[config.mk]
export PLATFORM = sky130hd
export DESIGN_NAME = ps2_kbd_ctrl
export DESIGN_NICKNAME = d
export VERILOG_FILES = /design/src/rtl/ps2_pkg.sv /design/src/rtl/ps2_evt_fifo.sv /design/src/rtl/ps2_kbd_ctrl.sv
export SDC_FILE = /design/constraint.sdc
export NUM_CORES = 1
export LEC_CHECK = 0
export ABC_AREA = 1
export BUFFER_PORTS_ARGS = -buffer_cell sky130_fd_sc_hd__buf_2
export CORE_MARGIN = 2
export CORE_UTILIZATION = 30
export CTS_BUF_LIST = sky130_fd_sc_hd__clkbuf_4
export DETAILED_ROUTE_END_ITERATION = 16
export PLACE_DENSITY = 0.56
export SLEW_MARGIN = 20
export SYNTH_ARGS = -nofsm -noshare
export SYNTH_HDL_FRONTEND = slang
export SYNTH_SLANG_ARGS = --single-unit
[constraint.sdc]
create_clock -name clk -period 2.5 [get_ports clk]
set_clock_uncertainty 0.05 [all_clocks]
set_input_delay 0.125 -clock clk [delete_from_list [all_inputs] [get_ports clk]]
set_output_delay 0.125 -clock clk [all_outputs]
set_load 0.005 [all_outputs]
[src/rtl/ps2_pkg.sv]
// ps2_pkg: scan-code constants, sequencer states and the key-event record
// shared by the PS/2 keyboard sequencer and its event FIFO.
package ps2_pkg;

    localparam logic [7:0] PREFIX_EXT   = 8'hE0;
    localparam logic [7:0] PREFIX_BRK   = 8'hF0;
    localparam logic [7:0] PREFIX_PAUSE = 8'hE1;

    localparam logic [7:0] KEY_LSHIFT = 8'h12;
    localparam logic [7:0] KEY_RSHIFT = 8'h59;
    localparam logic [7:0] KEY_CTRL   = 8'h14;
    localparam logic [7:0] KEY_ALT    = 8'h11;

    typedef enum logic [2:0] {
        S_IDLE,
        S_EXT,
        S_BRK,
        S_EXT_BRK,
        S_SKIP
    } state_t;

    typedef struct packed {
        logic [7:0] code;
        logic       ext;
        logic       brk;
    } key_evt_t;

    localparam int EVT_W = $bits(key_evt_t);

    // Bytes the keyboard sends as command responses rather than key data.
    function automatic logic is_dev_resp(input logic [7:0] b);
        return b inside {8'h00, 8'hAA, 8'hEE, 8'hFA, 8'hFC, 8'hFD, 8'hFE, 8'hFF};
    endfunction

    function automatic logic is_prefix(input logic [7:0] b);
        return b inside {PREFIX_EXT, PREFIX_BRK, PREFIX_PAUSE};
    endfunction

endpackage

[src/rtl/ps2_evt_fifo.sv]
// ps2_evt_fifo: synchronous key-event FIFO; head is presented directly and
// reads as zero while empty.
module ps2_evt_fifo
    import ps2_pkg::*;
#(
    parameter int DEPTH = 4
) (
    input  logic                     clk,
    input  logic                     rst,
    input  logic                     wr_en,
    input  logic [EVT_W-1:0]         wr_data,
    input  logic                     rd_en,
    output logic [EVT_W-1:0]         rd_data,
    output logic                     full,
    output logic                     empty,
    output logic [$clog2(DEPTH):0]   count
);

    localparam int AW = $clog2(DEPTH);

    logic [EVT_W-1:0] mem_q [DEPTH];
    logic [EVT_W-1:0] mem_d [DEPTH];
    logic [AW-1:0]    wr_ptr_q, wr_ptr_d;
    logic [AW-1:0]    rd_ptr_q, rd_ptr_d;
    logic [AW:0]      cnt_q, cnt_d;
    logic             do_wr, do_rd;

    assign full    = cnt_q == (AW+1)'(DEPTH);
    assign empty   = cnt_q == '0;
    assign count   = cnt_q;
    assign do_wr   = wr_en && !full;
    assign do_rd   = rd_en && !empty;
    assign rd_data = empty ? '0 : mem_q[rd_ptr_q];

    always_comb begin
        mem_d = mem_q;
        if (do_wr) mem_d[wr_ptr_q] = wr_data;
        wr_ptr_d = wr_ptr_q + AW'(do_wr);
        rd_ptr_d = rd_ptr_q + AW'(do_rd);
        cnt_d    = cnt_q + (AW+1)'(do_wr) - (AW+1)'(do_rd);
    end

    always_ff @(posedge clk) begin
        if (rst) begin
            wr_ptr_q <= '0;
            rd_ptr_q <= '0;
            cnt_q    <= '0;
        end else begin
            wr_ptr_q <= wr_ptr_d;
            rd_ptr_q <= rd_ptr_d;
            cnt_q    <= cnt_d;
        end
    end

    always_ff @(posedge clk) begin
        mem_q <= mem_d;
    end

endmodule

[src/rtl/ps2_kbd_ctrl.sv]
// ps2_kbd_ctrl: resolves E0/F0/E1 prefix sequences into key events, tracks modifiers.
// Define PS2_TYPEMATIC_FILTER_EN to suppress typematic repeats of the last make.
module ps2_kbd_ctrl
    import ps2_pkg::*;
#(
    parameter int TIMEOUT_CYC = 100000,
    parameter int FIFO_DEPTH  = 4,
    parameter int PAUSE_SKIP  = 7
) (
    input  logic       clk,
    input  logic       rst,
    input  logic       ps2_code_new,
    input  logic [7:0] ps2_code,
    output logic       evt_valid,
    input  logic       evt_ready,
    output logic [7:0] evt_code,
    output logic       evt_ext,
    output logic       evt_break,
    output logic       mod_shift,
    output logic       mod_ctrl,
    output logic       mod_alt,
    output logic       overflow
);

    localparam int TW = $clog2(TIMEOUT_CYC);
    localparam int SW = $clog2(PAUSE_SKIP + 1);
    localparam int CW = $clog2(FIFO_DEPTH) + 1;

    state_t          state_q, state_d;
    logic [SW-1:0]   skip_q, skip_d;
    logic [TW-1:0]   tmo_q, tmo_d;
    logic [1:0]      shift_q, shift_d;
    logic [1:0]      ctrl_q, ctrl_d;
    logic [1:0]      alt_q, alt_d;
    logic            ovf_q, ovf_d;
    logic            emit, push;
    key_evt_t        evt, head;
    logic            fifo_full, fifo_empty;
    logic [CW-1:0]   fifo_count;

    always_comb begin
        state_d  = state_q;
        skip_d   = skip_q;
        emit     = 1'b0;
        evt.code = ps2_code;
        evt.ext  = 1'b0;
        evt.brk  = 1'b0;
        tmo_d    = (ps2_code_new || state_q == S_IDLE) ? '0 : tmo_q + 1'b1;
        if (ps2_code_new) begin
            case (state_q)
                S_IDLE: begin
                    if (ps2_code == PREFIX_EXT) state_d = S_EXT;
                    else if (ps2_code == PREFIX_BRK) state_d = S_BRK;
                    else if (ps2_code == PREFIX_PAUSE) begin
                        state_d = S_SKIP;
                        skip_d  = SW'(PAUSE_SKIP);
                    end else emit = !is_dev_resp(ps2_code);
                end
                S_EXT: begin
                    evt.ext = 1'b1;
                    if (ps2_code == PREFIX_BRK) state_d = S_EXT_BRK;
                    else if (ps2_code != PREFIX_EXT) begin
                        emit    = 1'b1;
                        state_d = S_IDLE;
                    end
                end
                S_BRK, S_EXT_BRK: begin
                    evt.ext = state_q == S_EXT_BRK;
                    evt.brk = 1'b1;
                    emit    = !is_prefix(ps2_code);
                    state_d = S_IDLE;
                end
                S_SKIP: begin
                    skip_d  = skip_q - 1'b1;
                    state_d = (skip_q == SW'(1)) ? S_IDLE : S_SKIP;
                end
                default: state_d = S_IDLE;
            endcase
        end else if (state_q != S_IDLE && tmo_q == TW'(TIMEOUT_CYC - 1)) begin
            state_d = S_IDLE;
        end
    end

    // Index 1 holds the right-hand key (E0-prefixed for Ctrl/Alt, 59 for Shift).
    always_comb begin
        shift_d = shift_q;
        ctrl_d  = ctrl_q;
        alt_d   = alt_q;
        if (emit && !evt.ext && evt.code == KEY_LSHIFT) shift_d[0] = !evt.brk;
        if (emit && !evt.ext && evt.code == KEY_RSHIFT) shift_d[1] = !evt.brk;
        if (emit && evt.code == KEY_CTRL) ctrl_d[evt.ext] = !evt.brk;
        if (emit && evt.code == KEY_ALT) alt_d[evt.ext] = !evt.brk;
        ovf_d = ovf_q | (push && fifo_full);
    end

`ifdef PS2_TYPEMATIC_FILTER_EN
    logic [8:0] last_make_q, last_make_d;
    logic       last_vld_q, last_vld_d;
    logic       same_key;

    always_comb begin
        same_key    = last_vld_q && last_make_q == {evt.ext, evt.code};
        last_make_d = (emit && !evt.brk) ? {evt.ext, evt.code} : last_make_q;
        last_vld_d  = (emit && !evt.brk) ? 1'b1 : (emit && same_key) ? 1'b0 : last_vld_q;
        push        = emit && !(same_key && !evt.brk);
    end

    always_ff @(posedge clk) begin
        if (rst) begin
            last_make_q <= '0;
            last_vld_q  <= 1'b0;
        end else begin
            last_make_q <= last_make_d;
            last_vld_q  <= last_vld_d;
        end
    end
`else
    assign push = emit;
`endif

    always_ff @(posedge clk) begin
        if (rst) begin
            state_q <= S_IDLE;
            skip_q  <= '0;
            tmo_q   <= '0;
            shift_q <= '0;
            ctrl_q  <= '0;
            alt_q   <= '0;
            ovf_q   <= 1'b0;
        end else begin
            state_q <= state_d;
            skip_q  <= skip_d;
            tmo_q   <= tmo_d;
            shift_q <= shift_d;
            ctrl_q  <= ctrl_d;
            alt_q   <= alt_d;
            ovf_q   <= ovf_d;
        end
    end

    ps2_evt_fifo #(.DEPTH(FIFO_DEPTH)) u_fifo (
        .clk     (clk),
        .rst     (rst),
        .wr_en   (push && fifo_count < CW'(FIFO_DEPTH)),
        .wr_data (evt),
        .rd_en   (evt_valid && evt_ready),
        .rd_data (head),
        .full    (fifo_full),
        .empty   (fifo_empty),
        .count   (fifo_count)
    );

    assign evt_valid = !fifo_empty;
    assign evt_code  = head.code;
    assign evt_ext   = head.ext;
    assign evt_break = head.brk;
    assign mod_shift = |shift_q;
    assign mod_ctrl  = |ctrl_q;
    assign mod_alt   = |alt_q;
    assign overflow  = ovf_q;

endmodule

# After elaboration in Yosys (flattened, before gate mapping)
# Cells that the tools add are included.
[totals]
n_memories = 0
elab_cells = 126
rom_bits = 0
output_inout_bits = 15
register_bits = 77
ram_bits = 0
latch_bits = 0
in_bits = 12
[classes]
muxes = 34
eq_ne = 27
reduce_logical = 35
n_mul = 0
n_bitwise = 3
shifts = 0
n_addsub = 6
n_lt_le_gt_ge = 6
div_mod_pow = 0
[ops]
columns = ["cell", "n"]
rows = [
  ["8-bit == test (second input constant)", 10],
  ["40-bit bitwise mux", 1],
  ["10-bit 2-to-1 mux", 4],
  ["3-bit 2-to-1 mux", 11],
  ["8-bit by 5-bit == test with 1-bit output (second input constant)", 3],
  ["10-bit binary-select mux with 2-bit select", 1],
  ["10-bit demux with 2-bit select", 1],
  ["17-bit by 1-bit adder with 17-bit output (second input constant)", 1],
  ["17-bit == test (second input constant)", 1],
  ["1-bit logical AND", 13],
  ["2-bit OR reduction", 5],
  ["3-bit one-hot mux with 3 select lines", 1],
  ["8-bit by 7-bit == test with 1-bit output (second input constant)", 1],
  ["8-bit zero test", 1],
  ["1-bit 2-to-1 mux", 8],
  ["8-bit inequality test (second input constant)", 1],
  ["8-bit nonzero test", 1],
  ["3-bit by 1-bit == test with 1-bit output (second input constant)", 2],
  ["3-bit by 2-bit == test with 1-bit output (second input constant)", 2],
  ["3-bit == test (second input constant)", 2],
  ["3-bit greater-or-equal comparator (second input constant)", 2],
  ["1-bit zero test", 6],
  ["3-bit zero test", 2],
  ["2-bit NOT with 3-bit output", 2],
  ["24 further kinds", 29],
]

# Depth between registers and ports, before layout
[depth]
depth_word = 12
depth_mapped = 14

# Modules after synthesis
# Synthesis repeated with hierarchy kept, for this count alone.
[hier_totals]
hier_cells = 441
area_unflattened_um2 = 3753.6
[by_module_without_submodules]
columns = ["mod", "area_per_inst_um2", "instances", "seq_area_each_um2", "cells_per_inst"]
rows = [
  ["ps2_evt_fifo", 1924.3, 1, 1341.3, 168],
  ["ps2_kbd_ctrl", 1829.3, 1, 600.6, 273],
]

# Worst setup path before layout
# OpenSTA, ideal clock, no wires.
[synth_path]
kind = "register to register"
startpoint = "register u_fifo.cnt_q[2] (netlist: u_fifo.count[2])"
endpoint = "register u_fifo.cnt_q[2] (netlist: u_fifo.count[2])"
stages_incl_launch_ff = 10
path_buffers = 1
synth_period_minus_slack_ps = 2339
setup_slack_ps = 161
t_arrival_ps = 2218
t_required_ps = 2379
cell_sequence = "dfxtp_1 nor3_1 clkbuf_1 nor2_1 ha_1 inv_1 ha_1 fa_1 or2_2 a21oi_1"
[synth_via]
elab_chain_len = 5
elab_cells_between_ends = 11
[synth_lines]
columns = ["item", "line", "rtl"]
rows = [
  ["start: declaration", "ps2_evt_fifo.sv:25", "logic [AW:0] cnt_q, cnt_d;"],
  ["start signal: assignment", "ps2_evt_fifo.sv:51", "cnt_q <= cnt_d;"],
  ["3-bit less-than comparator, or another cell as far along", "ps2_kbd_ctrl.sv:144", ".wr_en (push && fifo_count < CW'(FIFO_DEPTH)),"],
  ["1-bit logical AND, or another cell as far along", "ps2_kbd_ctrl.sv:144", ""],
  ["1-bit logical AND, on equally long branches", "ps2_evt_fifo.sv:31, ps2_kbd_ctrl.sv:146", ""],
  ["3-bit by 1-bit adder with 3-bit output / 1-bit logical AND (equally long branches)", "ps2_evt_fifo.sv:40, ps2_evt_fifo.sv:32", ""],
  ["3-bit by 1-bit subtractor with 3-bit output *", "ps2_evt_fifo.sv:40", "cnt_d = cnt_q + (AW+1)'(do_wr) - (AW+1)'(do_rd);"],
]
# Every way passes the cells marked *; elsewhere a longest branch is shown, timed or not.
# A chain may end at the register's enable or synchronous reset.

# Final worst setup path
[layout_path]
startpoint = "input port ps2_code[4]"
endpoint = "register u_fifo.cnt_q[2] (netlist: u_fifo.count[2])"
[layout_via]
elab_chain_len = 12
elab_cells_between_ends = 27
[layout_lines]
columns = ["item", "line", "rtl"]
rows = [
  ["start: declaration", "ps2_kbd_ctrl.sv:13", "input logic [7:0] ps2_code,"],
  ["8-bit == test / 8-bit zero test (equally long branches)", "ps2_pkg.sv:32", "return b inside {8'h00, 8'hAA, 8'hEE, 8'hFA, 8'hFC, 8'hFD, 8'hFE, 8'hFF};"],
  ["8-bit nonzero test", "ps2_pkg.sv:32", ""],
  ["1-bit zero test", "ps2_kbd_ctrl.sv:57", "end else emit = !is_dev_resp(ps2_code);"],
  ["1-bit 2-to-1 mux", "ps2_kbd_ctrl.sv:54", "else if (ps2_code == PREFIX_PAUSE) begin"],
  ["1-bit 2-to-1 mux", "ps2_kbd_ctrl.sv:53", "else if (ps2_code == PREFIX_BRK) state_d = S_BRK;"],
  ["1-bit 2-to-1 mux", "ps2_kbd_ctrl.sv:52", "if (ps2_code == PREFIX_EXT) state_d = S_EXT;"],
  ["1-bit one-hot mux with 3 select lines *", "ps2_kbd_ctrl.sv:50", "case (state_q)"],
  ["1-bit 2-to-1 mux *", "ps2_kbd_ctrl.sv:49", "if (ps2_code_new) begin"],
  ["1-bit logical AND *", "ps2_kbd_ctrl.sv:144", ""],
  ["1-bit logical AND *", "ps2_evt_fifo.sv:31", "assign do_wr = wr_en && !full;"],
  ["3-bit by 1-bit adder with 3-bit output *", "ps2_evt_fifo.sv:40", ""],
  ["3-bit by 1-bit subtractor with 3-bit output *", "ps2_evt_fifo.sv:40", ""],
]
# Marks and branches as above.

==> summary.txt <==
Yosys
  – XOR/XNOR Fraction of Synth Area: 0.0146
  – Post-synth cell types: 32
  – Post-Synth Adder-Cell Area: 0.0299
  – Post-synthesis mux area share: 0
  – Simple-gate share of the synthesized area: 0.259
  – Mapped Nets: 449
  – Mapped Area: 3600 um2
  – Synthesis-stage register bit count: 77
  – Yosys synthesis warning count: 0
  – Cells after Synth: 429
  – Dominant combinational cell family by area after synthesis: simple AND/OR/NAND/NOR gates
  – Post-synthesis sequential area ratio: 0.540
  – Post-synthesis compound-gate area fraction: 0.0877
  – Synth Area per Inst: 8.39 um2

Power
  – Leakage: 0.00167 uW
  – Max VDD drop: 0.319 mV
  – Total power: 3140 uW
  – Pwr Density: 739 nW/um2

Routing
  – Antenna-violating nets left: 0
  – Routed Wire Length: 7.45 mm
  – Initial DRC Count: 143
  – Remaining DRCs: 0
  – Vias: 2878
  – Drt first pass iters: 6
  – Wire per inst: 11.9 um
  – DR vias/cell: 4.60

Clocking
  – Clk buf depth: 2
  – CTS tree: built
  – CTS Sinks: 77
  – CTS buffer count: 9
  – H-tree Lvls: 3
  – Clk pin slew, worst setup/hold paths: 0.12 ns
  – CTS Root Buffer Type: clkbuf_4
  – Clk_lat worst skew: 0.43 ns

Global route
  – Congestion Overflow GR: 0
  – M3 GR Usage: 0.0383
  – Initial antenna violation count: 0
  – First-pass GRT wire length: 12.6 mm
  – GR Util met1: 0.156
  – Number of global-route vias before repair: 2710
  – Largest net degree at the start of global routing: 22
  – GRT busiest layer: met2
  – Overall routing resource usage: 0.123
  – Met2 GRT Util: 0.199

STA
  – Setup violations, final: 0
  – Hold WS: 0.183 ns
  – Final worst-path cycle share: 0.956
  – RSZ-0062 raised after global routing: false
  – Final Hold Vio Count: 0
  – Worst Tran Pin Value: 0.673 ns
  – Setup TNS: 0 ns
  – Tmin final: 2.39 ns
  – Slew HR: 0.550
  – Fmax: 418 MHz
  – Final slew viol count: 0

Placement
  – Dpl cell area: 3930 um2
  – Placed Instances: 597
  – Placer Congestion: 0.836
  – I/O Buffers: 26
  – DP HPWL: 5.12 mm

Final layout
  – ANT cells: 0
  – Layout cells sized above 1: 0.159
  – Area grow syn2layout: 18.1%
  – Final Non-Filler Cells: 626
  – Final #Nets: 499
  – Cell area after layout: 4250 um2

Critical path
  – Critical path class: primary input to flip-flop
  – Setup crit end kind: flip-flop
  – Arr. time, crit path: 2.71 ns
  – Crit path required time: 2.82 ns
  – Critical Path Start Type: primary input
  – R2r worst-path depth: 13
  – Crit-path max FO: 8

Hold path
  – Hold depth: 6
  – Hold Path Class: primary input to flip-flop

Floorplan
  – Die height: 114 um
  – Initial Util: 0.311
  – DIE WIDTH: 114 um
  – Die area: 12900 um2
  – Number of top-level pins: 27
  – # rows: 39
  – Core area: 11600 um2

Outcome
  – Outcome: finished, final reports clean

Run
  – Max Cap Viol: 0
[sequential cells by signal, summed over array words and instances (netlist names), 3 cells and up]
register / flops
state_q: 3
u_fifo.count: 3
skip_q: 3
tmo_q: 17
u_fifo.mem_q: 40
[metrics by stage]
stage	setup WS (ns)	utilization
4_1_cts	0.0735	0.363
3_3_place_gp	0.216	0.340
3_5_place_dp	0.133	0.340
5_1_grt	0.000344	0.367
2_1_floorplan	0.161	-
6_report	0.110	0.367
[kinds of logic after synthesis]
family | count (synthesis)
and+or+nand+nor | 212
DFF | 77
buffers and inverters | 66
AOI/OAI and AO/OA | 60
adders and majority gates | 8
xor gates and xnor gates | 6
[timing repair]
action                                 CTS  global route
setup buffers                            0             4
setup endpoints to repair                0             1
hold buffers                            11             0
endpoints found under the hold margin   43             0
resized for setup                        0            10
[path summary, 6_finish.rpt]
check,from,to,slack (ns)
setup / recovery,ps2_code[4],u_fifo.count[2],0.11
hold / removal,evt_ready,u_fifo.rd_ptr_q[0],0.18
setup reg to reg,state_q[1],u_fifo.count[2],0.26
hold reg to reg,tmo_q[0],tmo_q[0],0.40
[power by group]
group	switching, uW	total, uW	internal (uW)	leakage [uW]
Combinational	501	816	315	0.000922
Clock	433	833	400	0.0000796
Sequential	43.7	1490	1440	0.000669
Total	979	3140	2160	0.00167
[placed cells by master, fill, tap and decap left out]
cell	netlist	final
o21bai_1	1	1
nand2_1	65	63
clkbuf_4	0	10
buf_4	0	11
nand2_2	3	5
a21oi_1	26	26
nand2_4	1	1
fa_1	1	1
edfxtp_1	40	40
nor3_2	2	2
nand4_1	9	9
dlygate4sd3_1	0	11
a21boi_2	1	1
clkinv_1	2	3
inv_2	6	8
a31oi_1	3	3
clkinvlp_4	0	1
nor3_1	19	19
nor2_1	84	82
or2_2	5	5
nor4_1	3	3
and3_1	2	2
bufinv_16	0	2
or2_0	1	1
xor2_1	2	2
nand3_1	14	14
buf_2	1	24
inv_1	50	48
nor3b_1	1	1
xnor2_1	4	4
ha_1	7	7
nor2_4	1	4
nor2_2	2	1
o21ai_0	28	28
clkinv_4	0	2
dfxtp_1	37	37
o21a_1	1	1
[per-layer routing]
metal / up-vias / wire length, um
met1: 1303 / 3660
met3: 14 / 317
met5: - / 0
li1: 1507 / -
met2: 54 / 3310
met4: 0 / 165
[synth_stat cells, drive strengths merged]
cell	instances	area, um2
a21boi	1	11.3
a21oi	26	130
a31oi	3	18.8
and3	2	12.5
buf	1	5.00
clkbuf	7	26.3
clkinv	2	7.51
dfxtp	37	741
edfxtp	40	1200
fa	1	20.0
ha	7	87.6
inv	56	210
nand2	69	274
nand3	14	70.1
nand4	9	56.3
nor2	87	339
nor3	21	115
nor3b	1	7.51
nor4	3	18.8
o21a	1	7.51
o21ai	28	140
o21bai	1	7.51
or2	6	37.5
xnor2	4	35.0
xor2	2	17.5
[critical path, cell delays in order]
cell and delay (ns):
dlygate4sd3_1 0.53, buf_2 0.17, inv_2 0.06, nand2_1 0.08
nor2_4 0.13, nand2_1 0.09, a21oi_1 0.24, a21boi_2 0.12
nand2_2 0.11, inv_1 0.07, ha_1 0.20, fa_1 0.37
or2_2 0.30, a21oi_1 0.11
[area by class of cell]
class	count	area (um2)
clock buffer	9	67.6
clock inverter	6	88.8
fill	1156	7320
inverter	58	218
multi-input combinational	286	1430
sequential	77	1940
tap	143	179
timing repair buffer	47	320
Power figures use the tool's default switching activity.
